<file path="src/rtl/arb_pkg.sv">
// Shared constants and types for the 4-way round-robin arbiter.
// Optional grant timeout is enabled by GRANT_TIMEOUT_EN.
package arb_pkg;

  localparam int N_REQ    = 4;
  localparam int IDX_W    = 2;
  localparam int MAX_HOLD = 8;
  localparam int HOLD_W   =
    (MAX_HOLD > 1) ? $clog2(MAX_HOLD) : 1;

  typedef enum logic {
    IDLE  = 1'b0,
    GRANT = 1'b1
  } state_t;

  typedef logic [IDX_W-1:0]  idx_t;
  typedef logic [N_REQ-1:0]  req_t;
  typedef logic [HOLD_W-1:0] hold_t;

endpackage

</file>
<file path="src/rtl/rr_arbiter_4_pick.sv">
// Rotated priority picker: first set request at or after ptr.
// Pure combinational; wraps modulo 4.
module rr_pick
  import arb_pkg::*;
(
  input  logic [N_REQ-1:0] req,
  input  logic [IDX_W-1:0] ptr,
  output logic [IDX_W-1:0] pick_idx,
  output logic             pick_vld
);

  logic [IDX_W-1:0] idx;

  // Walk from the farthest offset down so the nearest one wins.
  always_comb begin
    pick_vld = 1'b0;
    pick_idx = ptr;
    idx      = ptr;
    for (int k = N_REQ - 1; k >= 0; k--) begin
      idx = ptr + IDX_W'(k);
      if (req[idx]) begin
        pick_vld = 1'b1;
        pick_idx = idx;
      end
    end
  end

endmodule

</file>
<file path="src/rtl/rr_arbiter_4.sv">
// Round-robin arbiter feeding a 2:4 decoder, break-before-make.
// Define GRANT_TIMEOUT_EN to add the MAX_HOLD forced release.
module rr_arbiter_4
  import arb_pkg::*;
(
  input  logic             clk,
  input  logic             rst,
  input  logic [N_REQ-1:0] req_in,
  input  logic             ack_in,
  output logic [IDX_W-1:0] gnt_idx_out,
  output logic             gnt_en_out,
  output logic             busy_out,
  output logic             timeout_out
);

  state_t           state;
  state_t           state_nxt;
  logic [IDX_W-1:0] ptr;
  logic [IDX_W-1:0] pick_idx;
  logic             pick_vld;
  logic             rel;
  logic             to_hit;
  logic             to_pulse;

  rr_pick u_pick (
    .req      (req_in),
    .ptr      (ptr),
    .pick_idx (pick_idx),
    .pick_vld (pick_vld)
  );

`ifdef GRANT_TIMEOUT_EN
  hold_t hold_cnt;

  assign to_hit = (hold_cnt == HOLD_W'(MAX_HOLD - 1));

  always_ff @(posedge clk) begin
    if (rst) begin
      hold_cnt    <= '0;
      timeout_out <= 1'b0;
    end else begin
      timeout_out <= to_pulse;
      if (state == IDLE)
        hold_cnt <= '0;
      else if (!to_hit)
        hold_cnt <= hold_cnt + 1'b1;
    end
  end
`else
  assign to_hit      = 1'b0;
  assign timeout_out = 1'b0;
`endif

  // Timeout only reports when it is the sole reason to release.
  assign to_pulse = (state == GRANT) && to_hit
                  && !ack_in && req_in[gnt_idx_out];

  always_comb begin
    state_nxt = state;
    rel       = 1'b0;
    unique case (state)
      IDLE: begin
        if (pick_vld)
          state_nxt = GRANT;
      end
      GRANT: begin
        if (ack_in || !req_in[gnt_idx_out] || to_hit) begin
          state_nxt = IDLE;
          rel       = 1'b1;
        end
      end
      default: state_nxt = IDLE;
    endcase
  end

  always_ff @(posedge clk) begin
    if (rst) begin
      state       <= IDLE;
      gnt_idx_out <= '0;
      ptr         <= '0;
    end else begin
      state <= state_nxt;
      if (state == IDLE && pick_vld)
        gnt_idx_out <= pick_idx;
      if (rel)
        ptr <= gnt_idx_out + 1'b1;
    end
  end

  assign gnt_en_out = (state == GRANT);
  assign busy_out   = (state == GRANT);

endmodule

</file>
<file path="config.mk">
export PLATFORM = sky130hd
export DESIGN_NAME = rr_arbiter_4
export DESIGN_NICKNAME = d
export VERILOG_FILES = /design/src/rtl/arb_pkg.sv /design/src/rtl/rr_arbiter_4_pick.sv /design/src/rtl/rr_arbiter_4.sv
export SDC_FILE = /design/constraint.sdc
export NUM_CORES = 1
export LEC_CHECK = 0
export CAP_MARGIN = 0
export CORE_AREA = 2 2 39 41
export DETAILED_ROUTE_END_ITERATION = 6
export DIE_AREA = 0 0 41 43
export GPL_ROUTABILITY_DRIVEN = 1
export HOLD_SLACK_MARGIN = 0.05
export PLACE_DENSITY = 0.55
export SLEW_MARGIN = 20
export SYNTH_ARGS = -nofsm -noshare
export SYNTH_HDL_FRONTEND = slang
export SYNTH_SLANG_ARGS = --single-unit
</file>
<file path="constraint.sdc">
create_clock -name clk -period 1.3 [get_ports clk]
set_input_delay 0.195 -clock clk [delete_from_list [all_inputs] [get_ports clk]]
set_output_delay 0.195 -clock clk [all_outputs]
set_load 0.005 [all_outputs]
</file>
==> impl_metrics.env <==
export IMPL_first_pass_iters=3
export IMPL_path_cells="clkdlybuf4s50_1"
export IMPL_antenna_found_initial=0
export IMPL_hold_path_class="in2reg"
export IMPL_floorplan_initialDensity_pct=24.2
export IMPL_fin_worst_skew_ns=0.00381
export IMPL_drive_gt1_share_pct=26.7
export IMPL_synthAdderAreaFrac_pct=0
export IMPL_ant_nets=0
export IMPL_critPathKind="reg2out"
export IMPL_clockBufferDepth=2
export IMPL_grt_max_degree=7
export IMPL_startpoint_type="flip-flop"
export IMPL_core_um2=1380
export IMPL_required_ns=1.11
export IMPL_switching_share_pct=26.0
export IMPL_path_max_fanout=3
export IMPL_synthDistinctLibCells=21
export IMPL_p_int_mw=0.367
export IMPL_post_place_cells=70
export IMPL_viasPerCell=4.58
export IMPL_hpwl_um=619
export IMPL_final_nets=68
export IMPL_grt_pass1_vias=351
export IMPL_post_place_ws_ns=-0.251
export IMPL_grt_pass1_wl_um=1290
export IMPL_p_clk_share_pct=35.3
export IMPL_tns_ns=0
export IMPL_syn_num_nets=47
export IMPL_clock_sinks=5
export IMPL_drc=0
export IMPL_worst_setup_path_end_kind="output port"
export IMPL_instances_no_fill=76
export IMPL_synth_xor_area_share_pct=2.61
export IMPL_final_common_cell="buf_4"
export IMPL_p_seq_share_pct=36.6
export IMPL_routabilityCongestion=0.746
export IMPL_regArea_um2=109
export IMPL_fin_crit_sh_pct=97.3
export IMPL_synth_mux_area_share_pct=8.96
export IMPL_placementRows=14
export IMPL_die_area_um2=1760
export IMPL_critPathTopFamily="buffers and inverters"
export IMPL_max_freq_ghz=0.791
export IMPL_cp_slowest_cell="clkdlybuf4s50_1"
export IMPL_synth_top_family_by_area="simple AND/OR/NAND/NOR gates"
export IMPL_cap_violations=0
export IMPL_post_synth_cell_area_avg_um2=8.38
export IMPL_die_w_um=41
export IMPL_portBuffers=10
export IMPL_synth_compound_area_share_pct=21.6
export IMPL_multiInputGateArea_um2=216
export IMPL_grt_overflow=0
export IMPL_diodes=0
export IMPL_drt_iter0_drc=4
export IMPL_rsz0062_at_grt="yes"
export IMPL_cts_root_buf="clkbuf_4"
export IMPL_setup_viol=0
export IMPL_final_util_pct=39.2
export IMPL_fp_dieH_um=43
export IMPL_drt_total_wl_um=813
export IMPL_ys_warn_count=0
export IMPL_cts_buffers=3
export IMPL_p_switching_mw=0.129
export IMPL_via_count=348
export IMPL_htree_levels=1
export IMPL_wire_per_inst_um=10.7
export IMPL_fin_ws_ns=0.0356
export IMPL_cts_tree="built"
export IMPL_drv_slew=0
export IMPL_synthCells=40
export IMPL_max_stage_delay_ns=0.50
export IMPL_fillers=152
export IMPL_synth_yosys_seq_area_share_pct=29.9
export IMPL_ir_worst_vdd_mv=0.538
export IMPL_clk_pin_slew_ns=0.04
export IMPL_worst_path_buf_inv=1
export IMPL_cp_arrival_ns=1.07
export IMPL_synth_simple_area_share_pct=30.2
export IMPL_finalHoldViolCount=0
export IMPL_syn_area_um2=335
export IMPL_grt_usage_pct=11.4
export IMPL_num_io_pins=12
export IMPL_p_comb_share_pct=28.1
export IMPL_total_leakage_power_nw=0.257
export IMPL_clkLatencyLatePin_ns=0.24
export IMPL_fin_crit_ns=1.26
export IMPL_ys_ff_latch=5
export IMPL_synthToLayoutAreaGrowth_pct=61.9
export IMPL_power_density_nw_per_um2=913
export IMPL_status="complete, no violations"
## kinds of logic (layout without fill, tap and decap cells)
kind of cell    count (synthesis)  after routing
compound gates                 10             10
xor+xnor                        1              1
buf+inv                         3             23
flops                           5              5
mux                             3              3
other cells                     1              1
simple gates                   17             17
## timing repair
| item | 4_1_cts | 5_1_grt |
|---|---|---|
| pin swaps | 1 | 2 |
| buffers inserted | 0 | 2 |
| hold buffers | 0 | 0 |
| resized for setup | 7 | 4 |
| endpoints found under the setup margin | 5 | 8 |
## registers in the layout, indices dropped and copies added (netlist names)
register,cells
gnt_idx_out,2
ptr,2
busy_out,1
## area by class of cell
class	instances	share of cell area, %
clock buffers	4	4.84
flip-flops and latches	5	20.0
multi-input cells	32	39.9
inverters	1	0.691
repair buffers	18	30.9
well taps	16	3.69
## per-layer routing
metal	GRT usage, %	up-vias	wire, um	part of all wire [%]
met4	11.3	0	10	1.2
met3	3.14	2	47	5.8
met5	0	-	0	0
met2	16.9	9	378	46
li1	-	182	-	-
met1	11.7	155	377	46
## worst paths after layout
check	from	to	slack [ns]	cells past startpoint
max reg2reg	gnt_idx_out[0]$_SDFFE_PP0P_	ptr[0]$_SDFFE_PP0P_	0.08	5
min	req_in[3]	gnt_idx_out[1]$_SDFFE_PP0P_	0.42	4
min reg2reg	ptr[0]$_SDFFE_PP0P_	ptr[0]$_SDFFE_PP0P_	0.48	2
max	busy_out$_SDFF_PP0_	busy_out	0.04	1
## synth_stat cells
library cell	instances	area (um^2)
o21ai_0	2	10.0
conb_1	1	3.75
buf_4	2	15.0
nor3b_1	2	15.0
xor2_1	1	8.76
mux2i_1	3	30.0
nor4_2	1	12.5
a21oi_1	4	20.0
nor2b_1	4	25.0
nand2_1	1	3.75
and2_1	1	6.26
inv_1	1	3.75
a2111o_1	1	11.3
nor2_1	4	15.0
o221ai_2	1	15.0
dfxtp_1	5	100
nor3_1	1	5.00
or2_1	2	12.5
o211ai_1	1	7.51
nand2b_1	1	6.26
o221ai_1	1	8.76
## power by group through the flow
stage	clock [mW]	sequential, mW	combinational (mW)
floorplan	0	0.185	0.0614
global placement	0	0.185	0.133
detailed placement	0	0.185	0.133
CTS	0.181	0.183	0.131
global route	0.196	0.183	0.154
finish	0.175	0.181	0.139
## through the flow
step           hold WS, ns  total power, mW  instance area, um^2
6_report             0.419            0.496                  543
5_1_grt              0.457            0.533                  543
4_1_cts              0.474            0.495                  518
3_5_place_dp         0.469            0.318                  485
3_3_place_gp         0.464            0.318                  485
2_1_floorplan        0.264            0.247                  335
Power figures use the tool's default switching activity.
==> edit: new RTL, config.mk and constraints unchanged <==
Add a define of `GRANT_TIMEOUT_EN`.
--- a/src/rtl/rr_arbiter_4.sv
+++ b/src/rtl/rr_arbiter_4.sv
@@ -1,5 +1,7 @@
 // Round-robin arbiter feeding a 2:4 decoder, break-before-make.
 // Define GRANT_TIMEOUT_EN to add the MAX_HOLD forced release.
+`define GRANT_TIMEOUT_EN
+
 module rr_arbiter_4
   import arb_pkg::*;
 (
Formal check against the unedited RTL: not equivalent (Yosys sat finds a counterexample within 10 cycles, from zero or initial values and one cycle with rst high).
==> edit against the original RTL <==
  * Highest routed layer unchanged
  * Final area up 47%
  * The flow now finishes with violations (negative setup slack)
  * Critical path type is now flop to flop
  * Sequential cell count rose by 4
  * Synthesized area up 49%
  * Power grew 48%
  * Setup slack worse by 0.11 ns
  * Routed wire length grew 48%
  * Synthesized cell count up 38%
  * Hold slack gained 0.097 ns
==> edit: results (changes against the original RTL) <==
{
  "logic_synthesis": {
    "ys_top_cells_by_area": "sky130_fd_sc_hd__dfxtp_1 36%, sky130_fd_sc_hd__ha_1 5.0%, sky130_fd_sc_hd__a211oi_1 4.5%",
    "synth_net_count": {"value": 64, "change": "+36%"}
  },
  "outcome": {
    "violations": "negative setup slack",
    "status": "complete, but fails checks"
  },
  "timing": {
    "fin_skew": {"value": 0.000558, "unit": "ns", "change": "-0.00326 ns"},
    "hold_slack": {"value": 0.516, "unit": "ns", "change": "+0.0973 ns"},
    "setup_tns": {"value": -0.221, "unit": "ns", "change": "-0.221 ns"},
    "layout_setup_ws": {"value": -0.0779, "unit": "ns", "change": "-0.114 ns"},
    "setup_violations": {"value": 3, "change": "+3"}
  },
  "place": {
    "gp_congestion": {"value": 0.712, "change": "-4.5%"},
    "total_instance_count_after_detailed_placement": {"value": 95, "change": "+36%"},
    "dp.final_hpwl": {"value": 918, "unit": "um", "change": "+48%"}
  },
  "cells_and_area": {
    "multi_input_area_share": {"value": 42.5, "unit": "%", "change": "+2.6 points"},
    "clock_distribution_area_overhead_in_the_final_layout": {"value": 3.30, "unit": "%", "change": "-1.5 points"},
    "nonClockInverterCount": {"value": 3, "change": "+2"},
    "number_of_fill_cells_in_the_layout": {"value": 135, "change": "-11%"},
    "post_route_cells_drive_above_1_share": {"value": 37.3, "unit": "%", "change": "+11 points"},
    "multi_input_gates": {"value": 42, "change": "+31%"}
  },
  "global_route": {
    "global_route.usage.met2": {"value": 26.3, "unit": "%", "change": "+9.4 points"},
    "grt_pass1_wl": {"value": 1990, "unit": "um", "change": "+55%"}
  },
  "setup_path": {
    "critical-path-max-stage-delay": {"value": 0.55, "unit": "ns", "change": "+0.05 ns"},
    "crit_slowest_cell": "sky130_fd_sc_hd__mux4_2",
    "critical_path.n_buffers_inverters": {"value": 0, "change": "-1"}
  },
  "drt": {
    "via_count": {"value": 503, "change": "+45%"},
    "drt_wl_total": {"value": 1210, "unit": "um", "change": "+48%"}
  },
  "power_and_ir_drop": {
    "vdd_ir_drop_max": {"value": 540, "unit": "uV", "change": "+0.28%"},
    "power_switching": {"value": 200, "unit": "uW", "change": "+55%"},
    "p_seq": {"value": 317, "unit": "uW", "change": "+75%"}
  }
}
-- edit: cell count changes after synthesis, moves of 2 or more --
cell | unedited run | this run
sky130_fd_sc_hd__nand2b_1 | 1 | 3
sky130_fd_sc_hd__or2_1 | 2 | 0
sky130_fd_sc_hd__nor2_1 | 4 | 6
sky130_fd_sc_hd__inv_1 | 1 | 3
sky130_fd_sc_hd__nor3b_1 | 2 | 0
sky130_fd_sc_hd__dfxtp_1 | 5 | 9
sky130_fd_sc_hd__a211oi_1 | 0 | 3
sky130_fd_sc_hd__ha_1 | 0 | 2
sky130_fd_sc_hd__nor2b_1 | 4 | 2
-- edit: logic make-up (layout without fill, tap and decap cells) --
group	Yosys count	in the layout	synth area share [%]
AND/OR/NAND/NOR	19	19	21.4
AO/OA/AOI/OAI	16	16	21.6
flip-flops	9	9	36.2
buffers and inverters	4	32	3.77
multiplexers	3	3	8.54
adder cells (fa/ha/maj)	2	2	5.02
XOR/XNOR	2	2	3.52
